`config.mk`:
```
export PLATFORM = sky130hd
export DESIGN_NAME = conv2d_seq_engine
export DESIGN_NICKNAME = d
export VERILOG_FILES = /design/src/rtl/conv_pkg.sv /design/src/rtl/conv_mac.sv /design/src/rtl/conv2d_seq_engine.sv
export SDC_FILE = /design/constraint.sdc
export NUM_CORES = 2
export LEC_CHECK = 0
export BUFFER_PORTS_ARGS = -buffer_cell sky130_fd_sc_hd__buf_2
export CAP_MARGIN = 20
export CORE_AREA = 4 4 696 698
export CTS_CLUSTER_DIAMETER = 60
export DETAILED_ROUTE_END_ITERATION = 7
export DIE_AREA = 0 0 700 702
export PLACE_DENSITY_LB_ADDON = 0.08
export SYNTH_ARGS = -nofsm -noshare
export SYNTH_HDL_FRONTEND = slang
export SYNTH_SLANG_ARGS = --single-unit
```
`constraint.sdc`:
```
create_clock -name clk -period 48.9 [get_ports clk]
set_input_delay 4.89 -clock clk [delete_from_list [all_inputs] [get_ports clk]]
set_output_delay 4.89 -clock clk [all_outputs]
set_load 0.005 [all_outputs]
```
`src/rtl/conv_pkg.sv`:
```
// conv_pkg: shared state type, width helpers and saturation bounds for conv2d_seq_engine
package conv_pkg;

    typedef enum logic [1:0] {IDLE, MAC, EMIT} state_t;

    function automatic int cnt_width(input int n);
        return (n > 1) ? $clog2(n) : 1;
    endfunction

    function automatic int acc_width(input int int_size, input int k);
        return 2 * int_size + 1 + $clog2(k * k);
    endfunction

    function automatic int idx_width(input int h, input int w);
        return cnt_width(h * w);
    endfunction

    function automatic int sat_max(input int int_size);
        return (1 << (int_size - 1)) - 1;
    endfunction

    function automatic int sat_min(input int int_size);
        return -(1 << (int_size - 1));
    endfunction

endpackage

```
`src/rtl/conv_mac.sv`:
```
// conv_mac: registered accumulator of unsigned pixel x signed tap products
module conv_mac
    import conv_pkg::*;
#(
    parameter int INT_SIZE = 8,
    parameter int ACC_W    = acc_width(8, 5)
) (
    input  logic                       clk,
    input  logic                       rst_n,
    input  logic                       clear,
    input  logic                       en,
    input  logic [INT_SIZE-1:0]        pix,
    input  logic signed [INT_SIZE-1:0] tap,
    output logic signed [ACC_W-1:0]    acc
);

    localparam int PW = 2 * INT_SIZE + 1;

    logic signed [PW-1:0]    prod;
    logic signed [ACC_W-1:0] acc_d, acc_q;

    // zero-extend the pixel so it multiplies as a non-negative signed value
    always_comb begin
        prod  = PW'($signed({1'b0, pix})) * PW'(tap);
        acc_d = clear ? '0 : en ? acc_q + ACC_W'(prod) : acc_q;
    end

    // accumulator register
    always_ff @(posedge clk or negedge rst_n) begin
        if (!rst_n) acc_q <= '0;
        else        acc_q <= acc_d;
    end

    assign acc = acc_q;

endmodule

```
`src/rtl/conv2d_seq_engine.sv`:
```
// conv2d_seq_engine: sequential same-padded 2-D convolution, one tap per cycle, valid/ready output
// Build option: define CONV_RELU_EN to replace negative results with zero.
module conv2d_seq_engine
    import conv_pkg::*;
#(
    parameter int IMG_H     = 14,
    parameter int IMG_W     = 14,
    parameter int K         = 5,
    parameter int INT_SIZE  = 8,
    parameter int OUT_SHIFT = 0
) (
    input  logic                                 clk,
    input  logic                                 rst_n,
    input  logic                                 start,
    input  logic [IMG_H*IMG_W*INT_SIZE-1:0]      img,
    input  logic [K*K*INT_SIZE-1:0]              kernel,
    output logic                                 busy,
    output logic                                 out_valid,
    input  logic                                 out_ready,
    output logic signed [INT_SIZE-1:0]           out_data,
    output logic [idx_width(IMG_H, IMG_W)-1:0]   out_idx,
    output logic                                 done
);

    localparam int NPIX  = IMG_H * IMG_W;
    localparam int PAD   = K / 2;
    localparam int ACC_W = acc_width(INT_SIZE, K);
    localparam int IW    = idx_width(IMG_H, IMG_W);
    localparam int RW    = cnt_width(IMG_H);
    localparam int CW    = cnt_width(IMG_W);
    localparam int TW    = cnt_width(K);
    localparam int KW    = cnt_width(K * K);
    localparam int SW    = cnt_width(IMG_H + IMG_W + K) + 1;
    localparam logic [IW-1:0]           LAST = IW'(NPIX - 1);
    localparam logic signed [ACC_W-1:0] MAXV = ACC_W'(sat_max(INT_SIZE));
    localparam logic signed [ACC_W-1:0] MINV = ACC_W'(sat_min(INT_SIZE));

    state_t                      state_q, state_d;
    logic [RW-1:0]               row_q, row_d;
    logic [CW-1:0]               col_q, col_d;
    logic [TW-1:0]               ti_q, ti_d, tj_q, tj_d;
    logic [IW-1:0]               idx_q, idx_d;
    logic                        busy_q, busy_d, valid_q, valid_d, done_q, done_d;
    logic                        clear, en, load;
    logic [INT_SIZE-1:0]         img_q [NPIX];
    logic signed [INT_SIZE-1:0]  kern_q [K*K];
    logic signed [SW-1:0]        sr, sc;
    logic                        inb;
    logic [IW-1:0]               pidx;
    logic [KW-1:0]               tidx;
    logic [INT_SIZE-1:0]         pix;
    logic signed [INT_SIZE-1:0]  tap, sat;
    logic signed [ACC_W-1:0]     acc, shifted, clamped;

    assign load = (state_q == IDLE) && start;

    // capture the frame so img/kernel may change once it is accepted
    always_ff @(posedge clk) begin
        if (load) begin
            for (int p = 0; p < NPIX; p++) img_q[p] <= img[p*INT_SIZE +: INT_SIZE];
            for (int t = 0; t < K*K; t++) kern_q[t] <= kernel[(K*K-1-t)*INT_SIZE +: INT_SIZE];
        end
    end

    // tap mux: source pixel for the current tap, zero outside the image
    always_comb begin
        sr   = SW'(row_q) + SW'(ti_q) - SW'(PAD);
        sc   = SW'(col_q) + SW'(tj_q) - SW'(PAD);
        inb  = !sr[SW-1] && !sc[SW-1] && (sr < SW'(IMG_H)) && (sc < SW'(IMG_W));
        pidx = inb ? IW'(int'(sr) * IMG_W + int'(sc)) : '0;
        tidx = KW'(int'(ti_q) * K + int'(tj_q));
        pix  = inb ? img_q[pidx] : '0;
        tap  = kern_q[tidx];
    end

    conv_mac #(.INT_SIZE(INT_SIZE), .ACC_W(ACC_W)) u_mac (
        .clk   (clk),
        .rst_n (rst_n),
        .clear (clear),
        .en    (en),
        .pix   (pix),
        .tap   (tap),
        .acc   (acc)
    );

    // shift, saturate and optionally rectify; acc is frozen while in EMIT
    always_comb begin
        shifted = acc >>> OUT_SHIFT;
        clamped = (shifted > MAXV) ? MAXV : (shifted < MINV) ? MINV : shifted;
        sat     = INT_SIZE'(clamped);
`ifdef CONV_RELU_EN
        out_data = sat[INT_SIZE-1] ? '0 : sat;
`else
        out_data = sat;
`endif
    end

    // next-state logic: IDLE -> MAC (K*K taps) -> EMIT (wait for handshake)
    always_comb begin
        state_d = state_q;
        row_d   = row_q;
        col_d   = col_q;
        ti_d    = ti_q;
        tj_d    = tj_q;
        idx_d   = idx_q;
        busy_d  = busy_q;
        valid_d = valid_q;
        done_d  = 1'b0;
        clear   = 1'b0;
        en      = 1'b0;
        case (state_q)
            IDLE: if (start) begin
                state_d = MAC;
                busy_d  = 1'b1;
                clear   = 1'b1;
                row_d   = '0;
                col_d   = '0;
                ti_d    = '0;
                tj_d    = '0;
                idx_d   = '0;
            end
            MAC: begin
                en   = 1'b1;
                tj_d = (tj_q == TW'(K-1)) ? '0 : tj_q + TW'(1);
                ti_d = (tj_q != TW'(K-1)) ? ti_q : (ti_q == TW'(K-1)) ? '0 : ti_q + TW'(1);
                if (tj_q == TW'(K-1) && ti_q == TW'(K-1)) begin
                    state_d = EMIT;
                    valid_d = 1'b1;
                end
            end
            EMIT: if (out_ready) begin
                valid_d = 1'b0;
                clear   = 1'b1;
                if (idx_q == LAST) begin
                    state_d = IDLE;
                    busy_d  = 1'b0;
                    done_d  = 1'b1;
                end else begin
                    state_d = MAC;
                    idx_d   = idx_q + IW'(1);
                    col_d   = (col_q == CW'(IMG_W-1)) ? '0 : col_q + CW'(1);
                    row_d   = (col_q == CW'(IMG_W-1)) ? row_q + RW'(1) : row_q;
                end
            end
            default: state_d = IDLE;
        endcase
    end

    // FSM, counters and registered status outputs
    always_ff @(posedge clk or negedge rst_n) begin
        if (!rst_n) begin
            state_q <= IDLE;
            row_q   <= '0;
            col_q   <= '0;
            ti_q    <= '0;
            tj_q    <= '0;
            idx_q   <= '0;
            busy_q  <= 1'b0;
            valid_q <= 1'b0;
            done_q  <= 1'b0;
        end else begin
            state_q <= state_d;
            row_q   <= row_d;
            col_q   <= col_d;
            ti_q    <= ti_d;
            tj_q    <= tj_d;
            idx_q   <= idx_d;
            busy_q  <= busy_d;
            valid_q <= valid_d;
            done_q  <= done_d;
        end
    end

    assign busy      = busy_q;
    assign out_valid = valid_q;
    assign out_idx   = idx_q;
    assign done      = done_q;

endmodule
```
**Yosys cells after proc, flatten, opt, wreduce, memory -nomap -nowiden**

Memories as Yosys holds them, arrays and structs flattened.
Cells that the tools add are included.

- $add $sub $neg: 12
- Multipliers: 3
- Magnitude comparators: 4
- Eq/ne operators: 14
- Mux-type cells: 46
- Reductions and logical operators: 19

Operator list:

| kind | count |
|---|---|
| $mux 8 | 7 |
| $mux 22 | 2 |
| $mux 4 | 7 |
| $add 22x22->22 | 1 |
| $gt 22x8->1 const B | 1 |
| $lt 22x8->1 const B | 1 |
| $mul 9x8->17 | 1 |
| $pmux 4 s2 | 2 |
| $pmux 8 s2 | 1 |
| $mux 1 | 14 |
| $ne 2x2->1 const B | 7 |
| $lt 6x5->1 const B | 2 |
| $mux 3 | 4 |
| $pmux 3 s2 | 2 |
| $sub 5x2->6 const B | 2 |
| $add 4x3->5 | 2 |
| $reduce_and 3->1 | 3 |
| $add 4x1->4 const B | 2 |
| $add 8x1->8 const B | 1 |
| $add 8x6->8 | 1 |
| $eq 8x8->1 const B | 1 |
| $reduce_and 4->1 | 2 |
| $reduce_bool 2->1 | 4 |
| $mul 6x4->7 const B | 1 |
| 16 further kinds | 27 |

- Bits in registers: 49
- Memory bits (writable): 1,768
- Input port bits: 1,772
- Output and inout port bits: 19
- Word-level logic and storage cells: 110
- Memories kept: 2

Memories:

| memory | depth | bits a word | read ports | clocked after Yosys merged registers in | write ports | RTL line | text |
|---|---|---|---|---|---|---|---|
| img_q | 196 | 8 | 1 | 0 | 196 | conv2d_seq_engine.sv:45 | `logic [INT_SIZE-1:0] img_q [NPIX];` |
| kern_q | 25 | 8 | 1 | 0 | 25 | conv2d_seq_engine.sv:46 | `logic signed [INT_SIZE-1:0] kern_q [K*K];` |

**Longest topological paths before layout**

An unclocked memory read counts as a cell.

- Word-level depth: 13
- Gate-level depth with buffers: 52
- Mapped depth without buffers: 51

**Hierarchy**

Synthesis repeated with hierarchy kept, for this count alone.

- Cell total of the unflattened synthesis: 4,715
- Area, all modules: 75,481.1 um2

Modules (own cells, without submodules):

| module | instances | cells each | area each (um2) | sequential area each (um2) |
|---|---|---|---|---|
| conv2d_seq_engine | 1 | 4,218 | 71,213.3 | 53,766.6 |
| conv_mac | 1 | 497 | 4,267.8 | 550.5 |

**Least setup slack after synthesis**

No wires, ideal clock.

- Path kind: input to register
- Start point: in start
- End point: mem img_q[0][0] (enable)
- Library setup time: 2,840 ps
- Arrival time: 52,904 ps
- Data required time: 46,060 ps
- Setup slack: -6,844 ps
- Stages: 3
- Path buffers: 1
- Cells stage by stage: nand2_1 > inv_1 > clkbuf_1

RTL lines:

| what | RTL line | text |
|---|---|---|
| from (decl) | conv2d_seq_engine.sv:14 | `input logic start,` |
| to (decl) | conv2d_seq_engine.sv:45 |  |

**Final worst setup path**

- Start point: reg tj_q[1]
- End point: reg u_mac.acc_q[20], in the netlist u_mac.acc[20]

- Longest elaborated chain between the ends: 13
- Elaborated cells on any way between the ends: 17
- Classes of those cells: add/sub: 5; mul: 1; order compare: 1; mux: 4; reduce/logical: 4; memory: 2

RTL lines:

| what | RTL line | text |
|---|---|---|
| from (decl) | conv2d_seq_engine.sv:41 | `logic [TW-1:0] ti_q, ti_d, tj_q, tj_d;` |
| from (signal assigned) | conv2d_seq_engine.sv:166 | `tj_q <= tj_d;` |
| branches (longest 9 deep; another with $add 8x6->8) | -- |  |
| $mul 9x8->17 (*) | conv_mac.sv:24 | `prod = PW'($signed({1'b0, pix})) * PW'(tap);` |
| $add 22x22->22 (*) | conv_mac.sv:25 | `acc_d = clear ? '0 : en ? acc_q + ACC_W'(prod) : acc_q;` |
| $mux 22 (*) (2 in series) | conv_mac.sv:25 |  |
| to (signal assigned) | conv_mac.sv:30 | `if (!rst_n) acc_q <= '0;` |
| to (signal assigned) | conv_mac.sv:31 | `else acc_q <= acc_d;` |
| to (decl) | conv_mac.sv:20 | `logic signed [ACC_W-1:0] acc_d, acc_q;` |

Every way passes the cells marked *. The select of a mux whose other input is x is not followed.
A chain may end at the register's enable or synchronous reset.

==> run_results.csv <==
group,metric,value,unit
outcome,outcome,"completed",
detailed_routing,vias,55300,
floorplan,fp.dieW,700,µm
yosys,ys_warn_count,0,
cells_and_area,stdcell_area,0.104,mm²
clock_network,numClockSinks,1817,
clock_network,post_cts_buffers,0,
critical_path,cp.required,49.66,ns
place,globalplace.congestion,0.796,
critical_path,cp_max_fo,48,
floorplan,die-area,0.491,mm²
pwr,peakVddDrop,0.000260,V
sta,finClkSkew,0.0563,ns
sta,drv_slew,0,
clock_network,h-tree-depth,5,
floorplan,die_height,702,µm
min_path,worstHoldPathType,"reg -> reg",
sta,fmaxAchievable,68.5,MHz
pwr,p_sw,3.45,mW
critical_path,cpPeakStageDelay,1.11,ns
detailed_routing,dr.pass1.iters,5,
pwr,p_seq_share,25.4,%
clock_network,cts_buffers,303,
yosys,yosysUniqueCellTypes,108,
place,post_dp_cell_area,0.0933,mm²
critical_path,worstSetupStartpointType,"flop",
run,maxCapViolCount,0,
critical_path,crit_family,"adder cells",
global_routing,use_met1,21.3,%
yosys,synth_edf_count,1768,
clock_network,clk_latency,0.94,ns
detailed_routing,routed_wl,480000,µm
sta,setup_viol,0,
global_routing,use_met3,4.52,%
floorplan,num_rows,254,
critical_path,arrival,15.36,ns
pwr,leakage,36.9,nW
detailed_routing,drc,0,
place,dp_hpwl,375000,µm
pwr,pwr-share-comb,46.8,%
sta,worstMarginPinSlew,1.36,ns
floorplan,num_io_pins,1791,
sta,rsz0062_at_grt,"false",
global_routing,grtUsageTotal,18.8,%
global_routing,grt_max_degree,164,
clock_network,cts_tree,"yes",
critical_path,cp-end-kind,"flop",
pwr,clockPowerShare,27.8,%
global_routing,grt_pass1_vias,56700,
floorplan,initial_core_util,15.9,%
yosys,seq_area_frac_synth,71.6,%
critical_path,cp_slowest_cell,"fa_4",
cells_and_area,fillCellCount,51400,
clock_network,ctsRootBufferMaster,"clkbuf_16",
cells_and_area,final_layout_size_suffix_gt1_share,38.0,%
clock_network,clk_pin_slew,0.05,ns
critical_path,cp_common_cell,"fa_1",
yosys,syn_inst,4797,
yosys,async_reset_ff_share,2.70,%
critical_path,worstSetupPathType,"reg -> reg",
place,place.port_buffers,1790,
pwr,sw_frac_of_total,44.2,%
detailed_routing,wl_per_cell,35.3,µm
sta,finalCritPeriodShare,29.9,%
pwr,intPower,4.35,mW
sta,slew_headroom,9.48,%
floorplan,core_area,0.478,mm²
detailed_routing,ant_nets,0,
global_routing,grt_first_pass_wirelength,605000,µm
clock_network,cts_hold_buf,0,
pwr,power_density,75.2,mW/mm²
global_routing,antenna_found_initial,728,
yosys,syn_avg_cell_area,15.8,µm²
clock_network,clock_path_buffers,4,
detailed_routing,first_iter_violations,4477,
global_routing,grt_util_met2,34.9,%
cells_and_area,area_delta_synth_final,36.7,%
yosys,ys.flop_type,"edfxtp_1",
yosys,synth_nets,6726,
clock_network,cts_resized,0,
sta,finalHoldViolations,0,
yosys,synth-seq-cells,1817,
sta,fin_crit,14.60,ns
critical_path,timing.critical_path.buf_inv,8,
sta,timing.setup.tns,0,ns
cells_and_area,final_nets,8714,
global_routing,grt_overflow,0,
detailed_routing,via_per_inst,4.07,
global_routing,top_usage_layer,"met2",
yosys,syn_area,0.0759,mm²
[area by class of cell]
class	count	area, µm²	share of cell area [%]
Clock inverter	202	2090	2.02
Timing Repair Buffer	1960	10400	10.0
Clock buffer	353	7910	7.62
Sequential cell	1817	54300	52.4
Antenna cell	144	360	0.347
Multi-Input combinational cell	2594	20300	19.5
Inverter	109	422	0.406
Tap cell	6400	8010	7.72
[worst paths after layout]
path	start	endpoint	slack [ns]	cells past startpoint
worst max-delay path	tj_q[1]	u_mac.acc[20]	34.30	39
worst min-delay path	out_valid	out_valid	0.53	2
worst max register to register	tj_q[1]	u_mac.acc[20]	34.30	39
worst min register to register	out_valid	out_valid	0.53	2
max in group asynchronous	rst_n	u_mac.acc[14]	44.17	2
min in group asynchronous	rst_n	out_idx[5]	4.15	2
[synthesized netlist by cell type, types with 102 or more instances]
master	count	area share, %
a221oi_1	103	1.2
mux2i_1	338	4.5
a211oi_1	110	1.1
clkbuf_1	110	0.54
nand3_1	129	0.85
edfxtp_1	1768	70
inv_1	108	0.53
a21oi_1	177	1.2
ha_1	111	1.8
o21ai_0	115	0.76
nor2_1	102	0.50
nand2_1	484	2.4
[power by group through the flow]
stage | Clock (mW) | Combinational, mW | Sequential (mW)
after floorplan | 0 | 1.90 | 2.26
after global placement | 0 | 3.83 | 2.02
after global routing | 2.30 | 3.97 | 2.00
after CTS | 2.24 | 3.83 | 1.99
after detailed placement | 0 | 3.81 | 2.02
final | 2.17 | 3.65 | 1.98
[routing by layer]
layer	share of wire, %	wire, µm	up-vias
li1	-	-	23300
met1	38	182000	27500
met2	52	250000	2817
met3	6.3	30300	1451
met4	3.3	16000	222
met5	0.29	1380	-
[per-stage QoR]
stage | total power [mW] | hold slack, ns | worst slack, ns | std cells | util (%)
detailed placement | 5.83 | 0.517 | 34.18 | 12900 | 19.5
CTS | 8.05 | 0.530 | 34.15 | 13400 | 21.6
global placement | 5.85 | 0.513 | 34.16 | 12900 | 19.5
finish | 7.80 | 0.532 | 34.30 | 13600 | 21.7
global route | 8.27 | 0.581 | 33.61 | 13500 | 21.7
floorplan | 4.16 | 0.472 | 20.52 | 4797 | -
[registers in the layout, summed over array words and instances (netlist names)]
register	cells
busy	1
col_q	4
done	1
img_q	1568
kern_q	200
out_idx	8
out_valid	1
row_q	4
state_q	2
ti_q	3
tj_q	3
u_mac.acc	22
[worst reg2reg max path: cells and delay by family, from the launching register on]
family | cells | cell delay, ns
AOI/OAI and AO/OA | 13 | 3.57
xor gates and xnor gates | 1 | 0.54
adders and majority gates | 10 | 4.87
buffers and inverters | 8 | 2.83
DFF | 1 | 0.37
muxes | 1 | 0.17
and+or+nand+nor | 6 | 2.11
[cells in the final DEF, fill, tap and decap left out, types with 21 or more instances in the layout]
master	instances
a211oi_1	108
a21oi_1	173
a221oi_1	102
a311oi_1	21
a31oi_1	54
buf_2	1793
buf_4	152
bufinv_16	24
clkbuf_1	42
clkbuf_16	308
clkinv_1	43
clkinv_2	38
clkinvlp_4	33
dfrtp_1	49
diode_2	144
edfxtp_1	1768
fa_1	44
ha_1	107
inv_1	106
inv_6	32
mux2_2	43
mux2i_1	337
mux4_2	77
nand2_1	478
nand3_1	128
nand4_1	22
nor2_1	90
nor2b_1	61
nor3_1	49
o21ai_0	103
o22ai_1	74
or3_1	23
xnor2_1	25
xor2_1	22
[kinds of logic (layout without fill, tap and decap cells)]
| logic type | Yosys count | after routing | synth area share (%) |
|---|---|---|---|
| adders and majority gates | 157 | 157 | 3.04 |
| DFF | 1817 | 1817 | 71.6 |
| buffers and inverters | 386 | 2624 | 2.43 |
| other | 0 | 144 | 0 |
| and+or+nand+nor | 977 | 977 | 5.92 |
| xor gates and xnor gates | 55 | 55 | 0.664 |
| AOI/OAI and AO/OA | 946 | 946 | 8.98 |
| muxes | 459 | 459 | 7.40 |
Note: power is estimated with default switching activity, not from simulation.
